--- src/rtl/dfd_cla_debug_signals_seq_detect_pkg.sv ---
// Shared types and defaults for the CLA debug-signal sequence detector.
//   seq_mode_e  : per-channel match mode (STRICT / WINDOW / CHANGE, 2'b11 acts as STRICT)
//   seq_state_e : STRICT/WINDOW transition-matcher states
//   DEF_*       : default widths used by the top, channel and interface
package dfd_cla_pkg;

    localparam int DEBUG_SIGNALS_WIDTH = 8;
    localparam int DEF_NUM_CH          = 4;
    localparam int DEF_GAP_W           = 8;
    localparam int DEF_CNT_W           = 16;

    typedef enum logic [1:0] {
        SEQ_STRICT = 2'b00,
        SEQ_WINDOW = 2'b01,
        SEQ_CHANGE = 2'b10
    } seq_mode_e;

    typedef enum logic [1:0] {
        SEQ_IDLE,
        SEQ_ARMED,
        SEQ_WAIT
    } seq_state_e;

    // Only WINDOW honours the programmed gap; STRICT and the reserved
    // encoding both behave as a window of zero.
    function automatic logic seqUsesWindow(input logic [1:0] mode);
        return mode == SEQ_WINDOW;
    endfunction

endpackage

--- src/rtl/dfd_cla_debug_signals_seq_detect_if.sv ---
// Configuration/observation bundle of the sequence detector.
//   debug_signals : observed debug bus
//   cfg_*         : per-channel enable, mode, mask, from/to values, max gap
//   cnt_clear     : per-channel hit counter clear pulse
//   match         : registered 1-cycle hit pulse per channel
//   any_match     : registered OR of all channel hits
//   hit_cnt       : per-channel saturating hit counter
//   hit_cnt_sat   : per-channel counter-is-saturated flag
// master = driver of configuration/bus (CSR + trace side), slave = detector.
interface dfd_cla_debug_signals_seq_detect_if
    import dfd_cla_pkg::*;
#(
    parameter int NUM_CH = DEF_NUM_CH,
    parameter int SIG_W  = DEBUG_SIGNALS_WIDTH,
    parameter int GAP_W  = DEF_GAP_W,
    parameter int CNT_W  = DEF_CNT_W
) ();

    logic [SIG_W-1:0]              debug_signals;
    logic [NUM_CH-1:0]             cfg_en;
    logic [NUM_CH-1:0][1:0]        cfg_mode;
    logic [NUM_CH-1:0][SIG_W-1:0]  cfg_mask;
    logic [NUM_CH-1:0][SIG_W-1:0]  cfg_from;
    logic [NUM_CH-1:0][SIG_W-1:0]  cfg_to;
    logic [NUM_CH-1:0][GAP_W-1:0]  cfg_window;
    logic [NUM_CH-1:0]             cnt_clear;
    logic [NUM_CH-1:0]             match;
    logic                          any_match;
    logic [NUM_CH-1:0][CNT_W-1:0]  hit_cnt;
    logic [NUM_CH-1:0]             hit_cnt_sat;

    modport master (
        output debug_signals, cfg_en, cfg_mode, cfg_mask, cfg_from, cfg_to,
               cfg_window, cnt_clear,
        input  match, any_match, hit_cnt, hit_cnt_sat
    );

    modport slave (
        input  debug_signals, cfg_en, cfg_mode, cfg_mask, cfg_from, cfg_to,
               cfg_window, cnt_clear,
        output match, any_match, hit_cnt, hit_cnt_sat
    );

endinterface

--- src/rtl/dfd_cla_debug_signals_seq_detect_seq_ch.sv ---
// One detector channel: masks the debug bus, runs the from->to matcher
// (STRICT/WINDOW FSM or CHANGE compare) and keeps a saturating hit counter.
//   clock, reset_n   : block clock, async active-low reset
//   debug_signals_i  : observed debug bus
//   en_i, mode_i     : channel enable and mode
//   mask_i, from_i, to_i, window_i : match configuration
//   cnt_clear_i      : counter clear (wins over a same-cycle hit)
//   hit_o            : combinational hit for the current sample
//   match_o          : registered hit pulse
//   hit_cnt_o        : saturating hit count
//   hit_cnt_sat_o    : hit count is all-ones
module dfd_cla_debug_signals_seq_ch
    import dfd_cla_pkg::*;
#(
    parameter int SIG_W = DEBUG_SIGNALS_WIDTH,
    parameter int GAP_W = DEF_GAP_W,
    parameter int CNT_W = DEF_CNT_W
) (
    input  logic             clock,
    input  logic             reset_n,
    input  logic [SIG_W-1:0] debug_signals_i,
    input  logic             en_i,
    input  logic [1:0]       mode_i,
    input  logic [SIG_W-1:0] mask_i,
    input  logic [SIG_W-1:0] from_i,
    input  logic [SIG_W-1:0] to_i,
    input  logic [GAP_W-1:0] window_i,
    input  logic             cnt_clear_i,
    output logic             hit_o,
    output logic             match_o,
    output logic [CNT_W-1:0] hit_cnt_o,
    output logic             hit_cnt_sat_o
);

    logic [SIG_W-1:0] masked;
    logic             fromMatch;
    logic             toMatch;
    logic             isChange;
    logic [GAP_W-1:0] effWindow;

    seq_state_e       state_q, state_d;
    logic [GAP_W-1:0] rem_q, rem_d;
    logic [SIG_W-1:0] prev_q, prev_d;
    logic             prevValid_q, prevValid_d;
    logic             match_q;
    logic [CNT_W-1:0] hitCnt_q, hitCnt_d;
    logic             hit;
    logic             cntSat;

    assign masked    = debug_signals_i & mask_i;
    assign fromMatch = (masked == from_i);
    assign toMatch   = (masked == to_i);
    assign isChange  = (mode_i == SEQ_CHANGE);
    assign effWindow = seqUsesWindow(mode_i) ? window_i : '0;
    assign cntSat    = &hitCnt_q;

    // Matcher next state. A disabled channel forgets everything except its
    // counter. In ARMED a to-match always hits, even when it is also a new
    // from-match (from==to re-arms and keeps hitting). rem holds the number
    // of WAIT samples still allowed before the window closes.
    always_comb begin
        state_d     = state_q;
        rem_d       = rem_q;
        prev_d      = prev_q;
        prevValid_d = prevValid_q;
        hit         = 1'b0;
        if (!en_i) begin
            state_d     = SEQ_IDLE;
            rem_d       = '0;
            prevValid_d = 1'b0;
        end else if (isChange) begin
            hit         = prevValid_q && (masked != prev_q);
            prev_d      = masked;
            prevValid_d = 1'b1;
        end else begin
            unique case (state_q)
                SEQ_IDLE: begin
                    if (fromMatch) state_d = SEQ_ARMED;
                end
                SEQ_ARMED: begin
                    hit = toMatch;
                    if (fromMatch) begin
                        state_d = SEQ_ARMED;
                    end else if (toMatch || effWindow == '0) begin
                        state_d = SEQ_IDLE;
                    end else begin
                        state_d = SEQ_WAIT;
                        rem_d   = effWindow;
                    end
                end
                SEQ_WAIT: begin
                    if (toMatch) begin
                        hit     = 1'b1;
                        state_d = fromMatch ? SEQ_ARMED : SEQ_IDLE;
                        rem_d   = '0;
                    end else if (fromMatch) begin
                        state_d = SEQ_ARMED;
                        rem_d   = '0;
                    end else if (rem_q == GAP_W'(1)) begin
                        state_d = SEQ_IDLE;
                        rem_d   = '0;
                    end else begin
                        rem_d = rem_q - GAP_W'(1);
                    end
                end
                default: begin
                    state_d = SEQ_IDLE;
                    rem_d   = '0;
                end
            endcase
        end
    end

    // Counter next value: clear beats a hit, and the count sticks at all-ones.
    always_comb begin
        hitCnt_d = hitCnt_q;
        if (cnt_clear_i) begin
            hitCnt_d = '0;
        end else if (hit && !cntSat) begin
            hitCnt_d = hitCnt_q + CNT_W'(1);
        end
    end

    // Channel state registers.
    always_ff @(posedge clock or negedge reset_n) begin
        if (!reset_n) begin
            state_q     <= SEQ_IDLE;
            rem_q       <= '0;
            prev_q      <= '0;
            prevValid_q <= 1'b0;
            match_q     <= 1'b0;
            hitCnt_q    <= '0;
        end else begin
            state_q     <= state_d;
            rem_q       <= rem_d;
            prev_q      <= prev_d;
            prevValid_q <= prevValid_d;
            match_q     <= hit;
            hitCnt_q    <= hitCnt_d;
        end
    end

    assign hit_o         = hit;
    assign match_o       = match_q;
    assign hit_cnt_o     = hitCnt_q;
    assign hit_cnt_sat_o = cntSat;

endmodule

--- src/rtl/dfd_cla_debug_signals_seq_detect.sv ---
// Multi-channel CLA debug-signal transition matcher. Each channel is an
// independent dfd_cla_debug_signals_seq_ch; the top adds the registered
// any_match OR so it lines up with the per-channel match pulses.
//   clock   : block clock
//   reset_n : asynchronous active-low reset
//   bus     : slave side of the detector interface (debug bus, per-channel
//             configuration, counter clears, match/any_match/hit_cnt/sat)
module dfd_cla_debug_signals_seq_detect
    import dfd_cla_pkg::*;
#(
    parameter int NUM_CH = DEF_NUM_CH,
    parameter int SIG_W  = DEBUG_SIGNALS_WIDTH,
    parameter int GAP_W  = DEF_GAP_W,
    parameter int CNT_W  = DEF_CNT_W
) (
    input  logic                               clock,
    input  logic                               reset_n,
    dfd_cla_debug_signals_seq_detect_if.slave  bus
);

    logic [NUM_CH-1:0]            chHit;
    logic [NUM_CH-1:0]            chMatch;
    logic [NUM_CH-1:0]            chSat;
    logic [NUM_CH-1:0][CNT_W-1:0] chCnt;
    logic                         anyMatch_q;

    for (genvar c = 0; c < NUM_CH; c++) begin : gCh
        dfd_cla_debug_signals_seq_ch #(
            .SIG_W (SIG_W),
            .GAP_W (GAP_W),
            .CNT_W (CNT_W)
        ) uCh (
            .clock           (clock),
            .reset_n         (reset_n),
            .debug_signals_i (bus.debug_signals),
            .en_i            (bus.cfg_en[c]),
            .mode_i          (bus.cfg_mode[c]),
            .mask_i          (bus.cfg_mask[c]),
            .from_i          (bus.cfg_from[c]),
            .to_i            (bus.cfg_to[c]),
            .window_i        (bus.cfg_window[c]),
            .cnt_clear_i     (bus.cnt_clear[c]),
            .hit_o           (chHit[c]),
            .match_o         (chMatch[c]),
            .hit_cnt_o       (chCnt[c]),
            .hit_cnt_sat_o   (chSat[c])
        );
    end

    // any_match is built from the raw hits and registered here, so it rises
    // and falls in exactly the same cycle as the per-channel match flops.
    always_ff @(posedge clock or negedge reset_n) begin
        if (!reset_n) begin
            anyMatch_q <= 1'b0;
        end else begin
            anyMatch_q <= |chHit;
        end
    end

    assign bus.match       = chMatch;
    assign bus.any_match   = anyMatch_q;
    assign bus.hit_cnt     = chCnt;
    assign bus.hit_cnt_sat = chSat;

endmodule

--- src/flat_wrapper.sv ---
// flat-port wrapper written by rule: the top's interface ports become plain ports
module dfd_cla_debug_signals_seq_detect_flat import dfd_cla_pkg::*;
#(
    parameter int NUM_CH = DEF_NUM_CH,
    parameter int SIG_W  = DEBUG_SIGNALS_WIDTH,
    parameter int GAP_W  = DEF_GAP_W,
    parameter int CNT_W  = DEF_CNT_W
)
  (clock, reset_n, bus_debug_signals, bus_cfg_en, bus_cfg_mode, bus_cfg_mask, bus_cfg_from, bus_cfg_to, bus_cfg_window, bus_cnt_clear, bus_match, bus_any_match, bus_hit_cnt, bus_hit_cnt_sat);
  dfd_cla_debug_signals_seq_detect_if #(.NUM_CH(NUM_CH), .SIG_W(SIG_W), .GAP_W(GAP_W), .CNT_W(CNT_W)) bus_i ();
  input  logic clock;
  input  logic reset_n;
  input wire logic [$bits(bus_i.debug_signals)-1:0] bus_debug_signals;
  input wire logic [$bits(bus_i.cfg_en)-1:0] bus_cfg_en;
  input wire logic [$bits(bus_i.cfg_mode)-1:0] bus_cfg_mode;
  input wire logic [$bits(bus_i.cfg_mask)-1:0] bus_cfg_mask;
  input wire logic [$bits(bus_i.cfg_from)-1:0] bus_cfg_from;
  input wire logic [$bits(bus_i.cfg_to)-1:0] bus_cfg_to;
  input wire logic [$bits(bus_i.cfg_window)-1:0] bus_cfg_window;
  input wire logic [$bits(bus_i.cnt_clear)-1:0] bus_cnt_clear;
  output wire logic [$bits(bus_i.match)-1:0] bus_match;
  output wire logic [$bits(bus_i.any_match)-1:0] bus_any_match;
  output wire logic [$bits(bus_i.hit_cnt)-1:0] bus_hit_cnt;
  output wire logic [$bits(bus_i.hit_cnt_sat)-1:0] bus_hit_cnt_sat;
  assign bus_i.debug_signals = bus_debug_signals;
  assign bus_i.cfg_en = bus_cfg_en;
  assign bus_i.cfg_mode = bus_cfg_mode;
  assign bus_i.cfg_mask = bus_cfg_mask;
  assign bus_i.cfg_from = bus_cfg_from;
  assign bus_i.cfg_to = bus_cfg_to;
  assign bus_i.cfg_window = bus_cfg_window;
  assign bus_i.cnt_clear = bus_cnt_clear;
  assign bus_match = bus_i.match;
  assign bus_any_match = bus_i.any_match;
  assign bus_hit_cnt = bus_i.hit_cnt;
  assign bus_hit_cnt_sat = bus_i.hit_cnt_sat;
  dfd_cla_debug_signals_seq_detect #(.NUM_CH(NUM_CH), .SIG_W(SIG_W), .GAP_W(GAP_W), .CNT_W(CNT_W)) u_core (.clock(clock), .reset_n(reset_n), .bus(bus_i));
endmodule
--- config.mk ---
export PLATFORM = sky130hd
export DESIGN_NAME = dfd_cla_debug_signals_seq_detect_flat
export DESIGN_NICKNAME = d
export VERILOG_FILES = /design/src/rtl/dfd_cla_debug_signals_seq_detect_pkg.sv /design/src/rtl/dfd_cla_debug_signals_seq_detect_if.sv /design/src/rtl/dfd_cla_debug_signals_seq_detect_seq_ch.sv /design/src/rtl/dfd_cla_debug_signals_seq_detect.sv /design/src/flat_wrapper.sv
export SDC_FILE = /design/constraint.sdc
export NUM_CORES = 1
export LEC_CHECK = 0
export CAP_MARGIN = 10
export CORE_MARGIN = 10
export CORE_UTILIZATION = 45
export CTS_CLUSTER_DIAMETER = 40
export DETAILED_ROUTE_END_ITERATION = 10
export PLACE_DENSITY = 0.75
export SETUP_SLACK_MARGIN = 0.05
export SLEW_MARGIN = 20
export SYNTH_ARGS = -nofsm -noshare
export SYNTH_HDL_FRONTEND = slang
export SYNTH_HIERARCHICAL = 1
export SYNTH_SLANG_ARGS = --single-unit
--- constraint.sdc ---
create_clock -name clock -period 2.2 [get_ports clock]
set_input_delay 0.22 -clock clock [delete_from_list [all_inputs] [get_ports clock]]
set_output_delay 0.22 -clock clock [all_outputs]
set_load 0.01 [all_outputs]
* Word-level counts from Yosys, hierarchy flattened
Cells that the tools add are included.
** Word-level totals
- Input bits :: 154
- Logic and storage cells :: 250
- Register bits after elaboration :: 145
** Cells by class
- $add $sub $neg :: 8
- Reductions and logical operators :: 45
- Equal/unequal tests :: 60
- Bitwise gates (word level) :: 4
- Muxes and demuxes :: 108
** Operators with widths (count)
- $mux W8 :: 32
- $mux W16 :: 8
- $pmux W8 S3 :: 4
- $add A16 B1 Y16 const B :: 4
- $eq A8 B8 Y1 :: 8
- $mux W2 :: 32
- $reduce_and A16 Y1 :: 4
- $ne A3 B3 Y1 const B :: 12
- $and A8 B8 Y8 :: 4
- $eq A8 B1 Y1 const B :: 4
- $logic_not A8 Y1 :: 4
- $ne A8 B8 Y1 :: 4
- $sub A8 B1 Y8 const B :: 4
- $mux W1 :: 24
- $pmux W2 S3 :: 4
- $ne A5 B5 Y1 const B :: 4
- $eq A2 B1 Y1 const B :: 8
- $eq A2 B2 Y1 const B :: 8
- $ne A2 B2 Y1 const B :: 8
- $reduce_and A4 Y1 :: 4
- $reduce_and A3 Y1 :: 4
- $logic_and A1 B1 Y1 :: 8
- $logic_not A2 Y1 :: 4
- $ne A2 B1 Y1 const B :: 4
- other kinds (6) :: 21

* Depth between registers and ports, before layout
Gate-level depths: netlist of the first run.
- Word-level depth :: 9
- Gate-level depth with buffers :: 9
- Mapped depth without buffers :: 8

* Hierarchy
The synthesis of the first run kept the hierarchy.
** By module, submodules not included
- dfd_cla_debug_signals_seq_ch (u_core.gCh[1].uCh ...) :: area each 2442.3 um^2, times used 2, seq. area each 900.9 um^2, cells each 296
- dfd_cla_debug_signals_seq_ch (u_core.gCh[3].uCh) :: area each 2513.7 um^2, times used 1, seq. area each 900.9 um^2, cells each 299
- dfd_cla_debug_signals_seq_ch (u_core.gCh[0].uCh) :: area each 2506.2 um^2, times used 1, seq. area each 900.9 um^2, cells each 299
- dfd_cla_debug_signals_seq_detect :: area each 32.5 um^2, times used 1, seq. area each 25.0 um^2, cells each 2

* Worst setup path before layout of the first run
No wires, ideal clock.
- Kind :: reg2reg
- Start point :: reg u_core.gCh[0].uCh.prev_q[0]
- End point :: reg u_core.anyMatch_q, in the netlist u_core/bus.any_match
- Path slack :: -5 ps
- Cell stages (with the launch flop) :: 8
- Data arrival time :: 2066 ps
- Library setup time :: 139 ps
- Clock period less this slack :: 2205 ps
- Cells stage by stage :: dfrtp_1 and3_2 o22ai_1 or4_1 a32oi_2 buf_6 inv_1 or4_1
** On the way
- Word-level cells in the longest chain between the ends :: 5
** Ends and longest elaborated chain
- from (decl) :: RTL line dfd_cla_debug_signals_seq_detect_seq_ch.sv:43 : logic [SIG_W-1:0] prev_q, prev_d;
- from (signal assigned) :: RTL line dfd_cla_debug_signals_seq_detect_seq_ch.sv:136 : prev_q <= prev_d;
- $ne A8 B8 Y1 :: RTL line dfd_cla_debug_signals_seq_detect_seq_ch.sv:72 : hit = prevValid_q && (masked != prev_q);
- $logic_and A1 B1 Y1 :: RTL line dfd_cla_debug_signals_seq_detect_seq_ch.sv:72
- $mux W1 :: RTL line dfd_cla_debug_signals_seq_detect_seq_ch.sv:71 : end else if (isChange) begin
- $mux W1 :: RTL line dfd_cla_debug_signals_seq_detect_seq_ch.sv:67 : if (!en_i) begin
- named net u_core.chHit[0] :: RTL line dfd_cla_debug_signals_seq_detect.sv:21 : logic [NUM_CH-1:0] chHit;
- $reduce_or A4 Y1 :: RTL line dfd_cla_debug_signals_seq_detect.sv:56 : anyMatch_q <= |chHit;
- to (signal assigned) :: RTL line dfd_cla_debug_signals_seq_detect.sv:56
- to (decl) :: RTL line dfd_cla_debug_signals_seq_detect.sv:25 : logic anyMatch_q;
The timed path passes the listed nets, and every way through them passes these cells.
A chain may end at the register's enable or synchronous reset.

* Worst setup path after layout of the first run
- Start point :: reg u_core.gCh[2].uCh.prev_q[4]
- End point :: reg u_core.anyMatch_q, in the netlist u_core/bus.any_match
** On the way
- Word-level cells in the longest chain between the ends :: 5
** Ends and longest elaborated chain (RTL line)
- from (decl) :: dfd_cla_debug_signals_seq_detect_seq_ch.sv:43
- from (signal assigned) :: dfd_cla_debug_signals_seq_detect_seq_ch.sv:136
- $ne A8 B8 Y1 :: dfd_cla_debug_signals_seq_detect_seq_ch.sv:72
- $logic_and A1 B1 Y1 :: dfd_cla_debug_signals_seq_detect_seq_ch.sv:72
- $mux W1 :: dfd_cla_debug_signals_seq_detect_seq_ch.sv:71
- $mux W1 :: dfd_cla_debug_signals_seq_detect_seq_ch.sv:67
- named net u_core.chHit[2] :: dfd_cla_debug_signals_seq_detect.sv:21
- $reduce_or A4 Y1 :: dfd_cla_debug_signals_seq_detect.sv:56
The timed path passes the listed nets, and every way through them passes these cells.

==> results of run 1 <==
worst max-delay path by stage:
stage,depth (start not counted),slack (ps),from,endpoint
final,7,-90,u_core/gCh[2].uCh/prev_q[4]$_DFFE_PN0P_,u_core/bus.any_match$_DFF_PN0_
after global routing,7,-150,u_core/gCh[0].uCh/prev_q[5]$_DFFE_PN0P_,u_core/bus.any_match$_DFF_PN0_
after global placement,10,-600,bus_debug_signals[3],u_core/gCh[1].uCh/hit_cnt_o[6]$_DFFE_PN0P_
after floorplan,7,40,u_core/gCh[0].uCh/prev_q[2]$_DFFE_PN0P_,u_core/bus.any_match$_DFF_PN0_
after detailed placement,10,-710,bus_debug_signals[3],u_core/gCh[1].uCh/rem_q[0]$_DFFE_PN0P_
after CTS,6,-50,u_core/gCh[1].uCh/prev_q[7]$_DFFE_PN0P_,u_core/bus.any_match$_DFF_PN0_
cell families (layout without fill, tap and decap cells):
group           after synthesis  in the layout
simple gates                528            528
compound gates              362            362
flops                       145            145
buf+inv                      88            486
mux                          41             41
fa+ha+maj                    28             28
other cells                   0              9
power by group:
part | internal, mW | switching [mW]
combinational | 0.971 | 1.12
clock | 1.85 | 1.21
sequential | 2.81 | 0.120
total | 5.63 | 2.45
layout by cell type, fill, tap and decap left out, drive strengths merged, types with 5 or more instances in the layout:
master         count
nor2b             40
ha                28
and3             107
or3                5
and4               6
buf              164
nand2            138
nor3              19
nand4             13
clkbuf            27
and2               7
a21oi            159
or4               32
a32oi             28
dlymetal6s2s      20
nand3             34
o31ai             21
nor4              40
bufbuf             5
clkdlybuf4s50    182
o21ai             60
o22ai             72
mux2              33
inv               61
mux2i              8
nor4b             11
dlygate4sd2       13
diode              9
nor2              67
dfrtp            145
per-stage QoR:
stage | setup slack [ps] | cells | total power [mW] | area (sq um) | utilization
final | -93.74 | 1879 | 8.077 | 15240 | 0.7005
after global routing | -145.7 | 1877 | 8.445 | 15240 | 0.7003
after CTS | -45.96 | 1851 | 7.970 | 14550 | 0.6688
after detailed placement | -706.7 | 1803 | 4.831 | 13510 | 0.6212
after global placement | -597.2 | 1803 | 4.776 | 13510 | 0.6212
after floorplan | 38.85 | 1192 | 3.955 | 9950 | -
cell type report:
cell class | instances | area (sq um)
clock buffer | 20 | 456.7
sequential | 145 | 3630
tap | 280 | 350.3
clock inverter | 11 | 153.9
timing repair buffer | 396 | 3892
inverter | 59 | 229.0
fill | 1663 | 6515
multi-input combinational | 959 | 6506
antenna | 9 | 22.52
critical path: cells and delay by family (launching register included):
family | cells | cell delay, ps
AO/OA/AOI/OAI | 2 | 430
buffers and inverters | 2 | 200
flip-flops | 1 | 390
AND/OR/NAND/NOR | 3 | 1130
registers in the layout, indices dropped and copies added (netlist names):
name / flops
u_core/gCh.uCh/match_o: 4
u_core/gCh.uCh/rem_q: 32
u_core/gCh.uCh/hit_cnt_o: 64
u_core/gCh.uCh/prevValid_q: 4
u_core/gCh.uCh/state_q: 8
u_core/gCh.uCh/prev_q: 32
u_core/bus.any_match: 1
metal layers:
metal  part of all wire  up-vias  GRT usage
met1               0.41     5407     0.2743
met3              0.073       61    0.05211
li1                   -     5296          -
met4              0.025        2    0.08554
met2               0.49      483     0.3729
met5            0.00037        -          0
timing repair:
action	CTS	global route
gates cloned	6	4
setup buffers	11	16
hold buffers	1	0
endpoints found under the setup margin	98	78
hold endpoints to repair	51	0
gates resized for setup	75	114
pin swaps	20	14
==> results by group, run 1 <==
Run status
  • Status: finished with violations
  • Violated checks: setup timing

Drt
  • Antenna Violating Nets Remaining: 0
  • Drt wl/cell: 18.77 um
  • First DRT Iteration DRCs: 929
  • Vias: 11250
  • Final WL: 35.27 mm
  • Vias/cell: 5.987
  • # DRC: 0
  • Drt pass-1 iters: 5

Hold path
  • Worst hold path class: in2reg
  • Hold Crit Start: bus_cfg_mask[24]
  • Worst Hold End: u_core/gCh[3].uCh/prev_q[0]$_DFFE_PN0P_
  • Hold-critical path depth: 3

Power and ir drop
  • Worst vdd ir: 418.0 uV
  • Power Density: 529.9 nW/um^2
  • Leakage power: 6.875 nW

Floorplan
  • Die X: 168.6 um
  • Core region area: 21760 sq um
  • Number of I/O pins: 227
  • Cell Rows: 54
  • Initial Utilization: 0.4568
  • Total die area: 28430 sq um
  • Die Y: 168.6 um

Yosys
  • Unique masters post-synth: 50
  • Avg Cell Area, Syn: 8.336 sq um
  • Synth top cells by count: a21oi_1 (159), dfrtp_1 (145), nand2_1 (138), and3_1 (103), o22ai_1 (71)
  • Compound-Gate Fraction of Synth Area: 0.2172
  • Top cells by area, synth: dfrtp_1 (37%), a21oi_1 (8.0%), and3_1 (6.5%)
  • Largest family of logic cells by synthesized area: simple AND/OR/NAND/NOR gates
  • #FFs+latches synth: 145
  • Count leader, synth: a21oi_1
  • Post-synth EDFFs: 0
  • Synthesized area: 9937 sq um
  • Mapped Cells: 1192
  • Synth top area share: 0.3651
  • Asr flop ratio synth: 1.000
  • Post-Synth Simple-Gate Area: 0.2960
  • Synth Area in Adders: 0.03526
  • Mux share of post-synthesis cell area: 0.04659
  • Yosys warning count: 6
  • Sequential area share after synthesis: 0.3651
  • Most area-hungry cell type in the Yosys netlist: dfrtp_1
  • Net Count, Synth: 1374
  • Post-synthesis xor/xnor area fraction: 0
  • Prevailing post-synth register cell: dfrtp_1

Setup path
  • Critical path class: reg2reg
  • CP endpoint kind: flop
  • Worst Setup Start Kind: flop
  • Worst-path fanout max: 6
  • Critical path's slowest cell: or4_4
  • FF-to-FF path depth: 7
  • Reg-to-Reg Start: u_core/gCh[2].uCh/prev_q[4]$_DFFE_PN0P_
  • Reg2reg end: u_core/bus.any_match$_DFF_PN0_
  • CP required: 2480 ps
  • Max incr delay on CP: 540 ps
  • Critical path data arrival time: 2580 ps
  • FF-to-FF setup slack: -90 ps
  • CP cell instances: and3_4 -> o22ai_2 -> or4_4 -> a32oi_4 -> buf_12 -> inv_8 -> or4_1

Clock tree
  • Clk Latency, worst-skew pair: 420 ps
  • Inserted Clock Buffers: 17
  • Clock transition at the registers of the reported paths: 60 ps
  • # clock sinks: 145
  • Root Buffer: clkbuf_16
  • CTS tree: done
  • CTS Buffer Depth: 2
  • Htree depth: 4

Global routing
  • Total GRT Usage: 0.2235
  • Initial antenna violation count: 10
  • First-pass GRT wire length: 53.63 mm
  • Vias in the first global route: 10660
  • Grt ovf: 0
  • Largest net degree at the start of global routing: 55

Placement
  • Number of port buffers: 226
  • Placer congestion estimate: 0.8829
  • Dpl hpwl: 24.06 mm

STA
  • Fmax: 436.0 MHz
  • Worst Skew: 12.22 ps
  • Final hold slack: 164.0 ps
  • Pins over their slew limit: 0
  • Worst slew pin tran: 574.1 ps
  • Final critical-path required period: 2294 ps
  • Max-Slew Margin vs Limit: 0.6172
  • Final clock period utilization by the worst path: 1.043
  • Final Hold Violating Endpoints: 0
  • RSZ-0062 raised after global routing: yes
  • Setup violations, final: 19
  • Final worst slack: -93.74 ps
  • Post-Route Setup TNS: -628.5 ps

Finish
  • Layout cells sized above 1: 0.2214
  • Syn-to-layout area delta: 53.37%
  • Fin nets: 1760

Flow run
  • Max-cap viol count: 0
Power figures use the tool's default switching activity.
==> inputs of run 2 (changes only) <==
CORE_UTILIZATION = 47   (was 45)
PLACE_DENSITY = 0.78   (was 0.75)
==> run 2 against run 1 <==
Net effect:
- the flow still finishes with violations (setup timing)
- first-iteration DRC count is 7.1% higher
- sequential power barely moved
- register-to-register slack improved by 30 ps
- combinational power hardly changed
- final cell count is 0.59% lower
- utilization grew 3.7 points
- critical endpoint is now u_core/gCh[0].uCh/hit_cnt_o[9]$_DFFE_PN0P_
- largest power group unchanged
==> results by group, run 2 (synthesized netlist as in run 1, its figures left out) <==
Floorplan
  • Number of I/O pins: 227 (unchanged)
  • Die X: 165.4 um (was 168.6 um)
  • Die Y: 165.4 um (was 168.6 um)
  • Initial Utilization: 0.4757 (was 0.4568)
  • Cell Rows: 53 (was 54)
  • Core region area: 20890 sq um (was 21760 sq um)
  • Total die area: 27360 sq um (was 28430 sq um)

STA
  • Worst slew pin tran: 751.0 ps (was 574.1 ps)
  • Worst Skew: 8.791 ps (was 12.22 ps)
  • Pins over their slew limit: 0 (unchanged)
  • Final worst slack: -62.27 ps (was -93.74 ps)
  • RSZ-0062 raised after global routing: yes (unchanged)
  • Max-Slew Margin vs Limit: 0.4979 (was 0.6172)
  • Final clock period utilization by the worst path: 1.028 (was 1.043)
  • Setup violations, final: 12 (was 19)
  • Final Hold Violating Endpoints: 0 (unchanged)
  • Fmax: 442.0 MHz (was 436.0 MHz)
  • Final critical-path required period: 2262 ps (was 2294 ps)

Setup path
  • Crit path buf inv count: 2 (unchanged)
  • Critical path data arrival time: 2560 ps (was 2580 ps)
  • Worst-path fanout max: 6 (unchanged)
  • CP top delay family: simple AND/OR/NAND/NOR gates (unchanged)
  • Max incr delay on CP: 550 ps (was 540 ps)
  • CP cell instances: and3_4 -> o22ai_2 -> or4_4 -> a32oi_4 -> buf_12 -> buf_12 -> nor4b_4 -> mux2_4 (was and3_4 -> o22ai_2 -> or4_4 -> a32oi_4 -> buf_12 -> inv_8 -> or4_1)
  • FF-to-FF path depth: 8 (was 7)
  • CP Depth: 8 (was 7)
  • Worst Setup Start Kind: flop (unchanged)
  • Critical path class: reg2reg (unchanged)
  • CP required: 2500 ps (was 2480 ps)
  • Most used cell, CP: buf_12
  • CP endpoint kind: flop (unchanged)
  • Critical path's slowest cell: or4_4 (unchanged)

Global routing
  • First-pass GRT wire length: 53.37 mm (was 53.63 mm)
  • Grt ovf: 0 (unchanged)
  • Vias in the first global route: 10790 (was 10660)
  • Largest net degree at the start of global routing: 54 (was 55)
  • Total GRT Usage: 0.2353 (was 0.2235)
  • Initial antenna violation count: 5 (was 10)

Run status
  • Status: finished with violations (unchanged)
  • Violated checks: setup timing (unchanged)

Hold path
  • Hold-critical path depth: 3 (unchanged)
  • Worst hold path class: in2reg (unchanged)

Finish
  • Fin nets: 1758 (was 1760)
  • Most common cell after layout, fill and taps aside: clkdlybuf4s50_1 (unchanged)
  • Filler cells: 1559 (was 1663)
  • Finished Layout Cells: 1868 (was 1879)
  • Syn-to-layout area delta: 54.95% (was 53.37%)
  • Layout cells sized above 1: 0.2222 (was 0.2214)
  • Finished Core Util: 0.7371 (was 0.7005)
  • Final Cell Area: 15400 sq um (was 15240 sq um)
  • Largest register FFs: 64 (unchanged)
  • Commonest non-fill, non-tap cells in the layout: clkdlybuf4s50_1 (181), dfrtp_1 (145), a21oi_1 (140) (was clkdlybuf4s50_1 (182), dfrtp_1 (144), buf_4 (141))

Power and ir drop
  • Leakage power: 6.825 nW (was 6.875 nW)
  • Worst vdd ir: 520.0 uV (was 418.0 uV)
  • Power Density: 535.5 nW/um^2 (was 529.9 nW/um^2)
  • Overall power: 8.246 mW (was 8.077 mW)

Placement
  • Cell area after placement: 13560 sq um (was 13510 sq um)
  • Placer congestion estimate: 0.9373 (was 0.8829)
  • Dpl hpwl: 23.68 mm (was 24.06 mm)
  • Number of port buffers: 226 (unchanged)
  • Post-Place Cells: 1801 (was 1803)

Clock tree
  • CTS Buffer Depth: 2 (unchanged)
  • CTS tree: done (unchanged)
  • Clock transition at the registers of the reported paths: 70 ps (was 60 ps)
  • Htree depth: 4 (unchanged)
  • Root Buffer: clkbuf_16 (unchanged)
  • # clock sinks: 145 (unchanged)
  • Clk Latency, worst-skew pair: 420 ps (about the same)
  • Inserted Clock Buffers: 17 (unchanged)

Drt
  • Antenna Violating Nets Remaining: 0 (unchanged)
  • # DRC: 0 (unchanged)
  • Drt wl/cell: 18.51 um (was 18.77 um)
  • Vias/cell: 5.971 (was 5.987)
  • Final WL: 34.57 mm (was 35.27 mm)
  • Vias: 11150 (was 11250)
  • Drt pass-1 iters: 5 (unchanged)
  • First DRT Iteration DRCs: 995 (was 929)

Flow run
  • Max-cap viol count: 0 (unchanged)
run 2: cell count changes in the layout (fill, tap and decap cells not counted), sizes merged, moves of 2 or more:
cell	change
dlygate4sd2	+13
dlymetal6s2s	-9
diode	-5
bufinv	+2
clkbuf	-3
run 2: area by class of cell:
cell class,instances,area (sq um),share of cell area
Antenna cell,4,10.01,0.0006501
Clock buffer,20,436.7,0.02836
Clock inverter,12,205.2,0.01333
Inverter,59,231.5,0.01503
Multi-Input combinational cell,959,6651,0.4320
Sequential cell,145,3628,0.2357
Tap cell,275,344.1,0.02235
Timing Repair Buffer,394,3890,0.2526
run 2: final timing paths:
| kind | from | endpoint | slack (ps) |
|---|---|---|---|
| max | u_core/gCh[0].uCh/prev_q[0]$_DFFE_PN0P_ | u_core/gCh[0].uCh/hit_cnt_o[9]$_DFFE_PN0P_ | -60 |
| min | bus_cfg_mask[3] | u_core/gCh[0].uCh/prev_q[3]$_DFFE_PN0P_ | 180 |
| max reg2reg | u_core/gCh[0].uCh/prev_q[0]$_DFFE_PN0P_ | u_core/gCh[0].uCh/hit_cnt_o[9]$_DFFE_PN0P_ | -60 |
| min reg2reg | u_core/gCh[1].uCh/prev_q[7]$_DFFE_PN0P_ | u_core/gCh[1].uCh/prev_q[7]$_DFFE_PN0P_ | 510 |
| max in group asynchronous | reset_n | u_core/gCh[3].uCh/prev_q[4]$_DFFE_PN0P_ | 1210 |
| min in group asynchronous | reset_n | u_core/gCh[1].uCh/hit_cnt_o[11]$_DFFE_PN0P_ | 320 |
run 2: stage by stage:
stage | setup WS (ps) | setup TNS [ps] | hold WS, ps
after global placement | -578.8 | -42360 | 216.9
after detailed placement | -608.0 | -45910 | 225.7
after CTS | -68.46 | -225.5 | 258.5
after global routing | -99.85 | -1215 | 171.9
after floorplan | 38.85 | 0 | -75.59
final | -62.27 | -396.2 | 180.0
run 2: per-layer routing:
layer / vias to the layer above / track usage / part of all wire
li1: 5291 / - / -
met1: 5303 / 0.2923 / 0.41
met2: 488 / 0.3977 / 0.49
met3: 70 / 0.04933 / 0.075
met4: 2 / 0.08021 / 0.027
met5: - / 0 / 0.00020
run 2: worst reg2reg max path, delay by kind of cell, from the launching register on:
family,cells,cell delay [ps]
multiplexers,1,330
flip-flops,1,390
buffers and inverters,2,320
AO/OA/AOI/OAI,2,300
AND/OR/NAND/NOR,3,810
run 2: report_power, final:
group | internal [mW] | switching, mW
sequential | 2.81 | 0.123
clock | 2.02 | 1.19
combinational | 0.978 | 1.12
total | 5.81 | 2.44
run 2: repair_timing:
action / in CTS / in global routing
setup buffers: 12 / 8
endpoints found under the hold margin: 50 / 0
pin swaps: 21 / 35
gates resized for setup: 92 / 130
gates cloned: 9 / 3
setup endpoints to repair: 73 / 66
hold buffers: 1 / 0
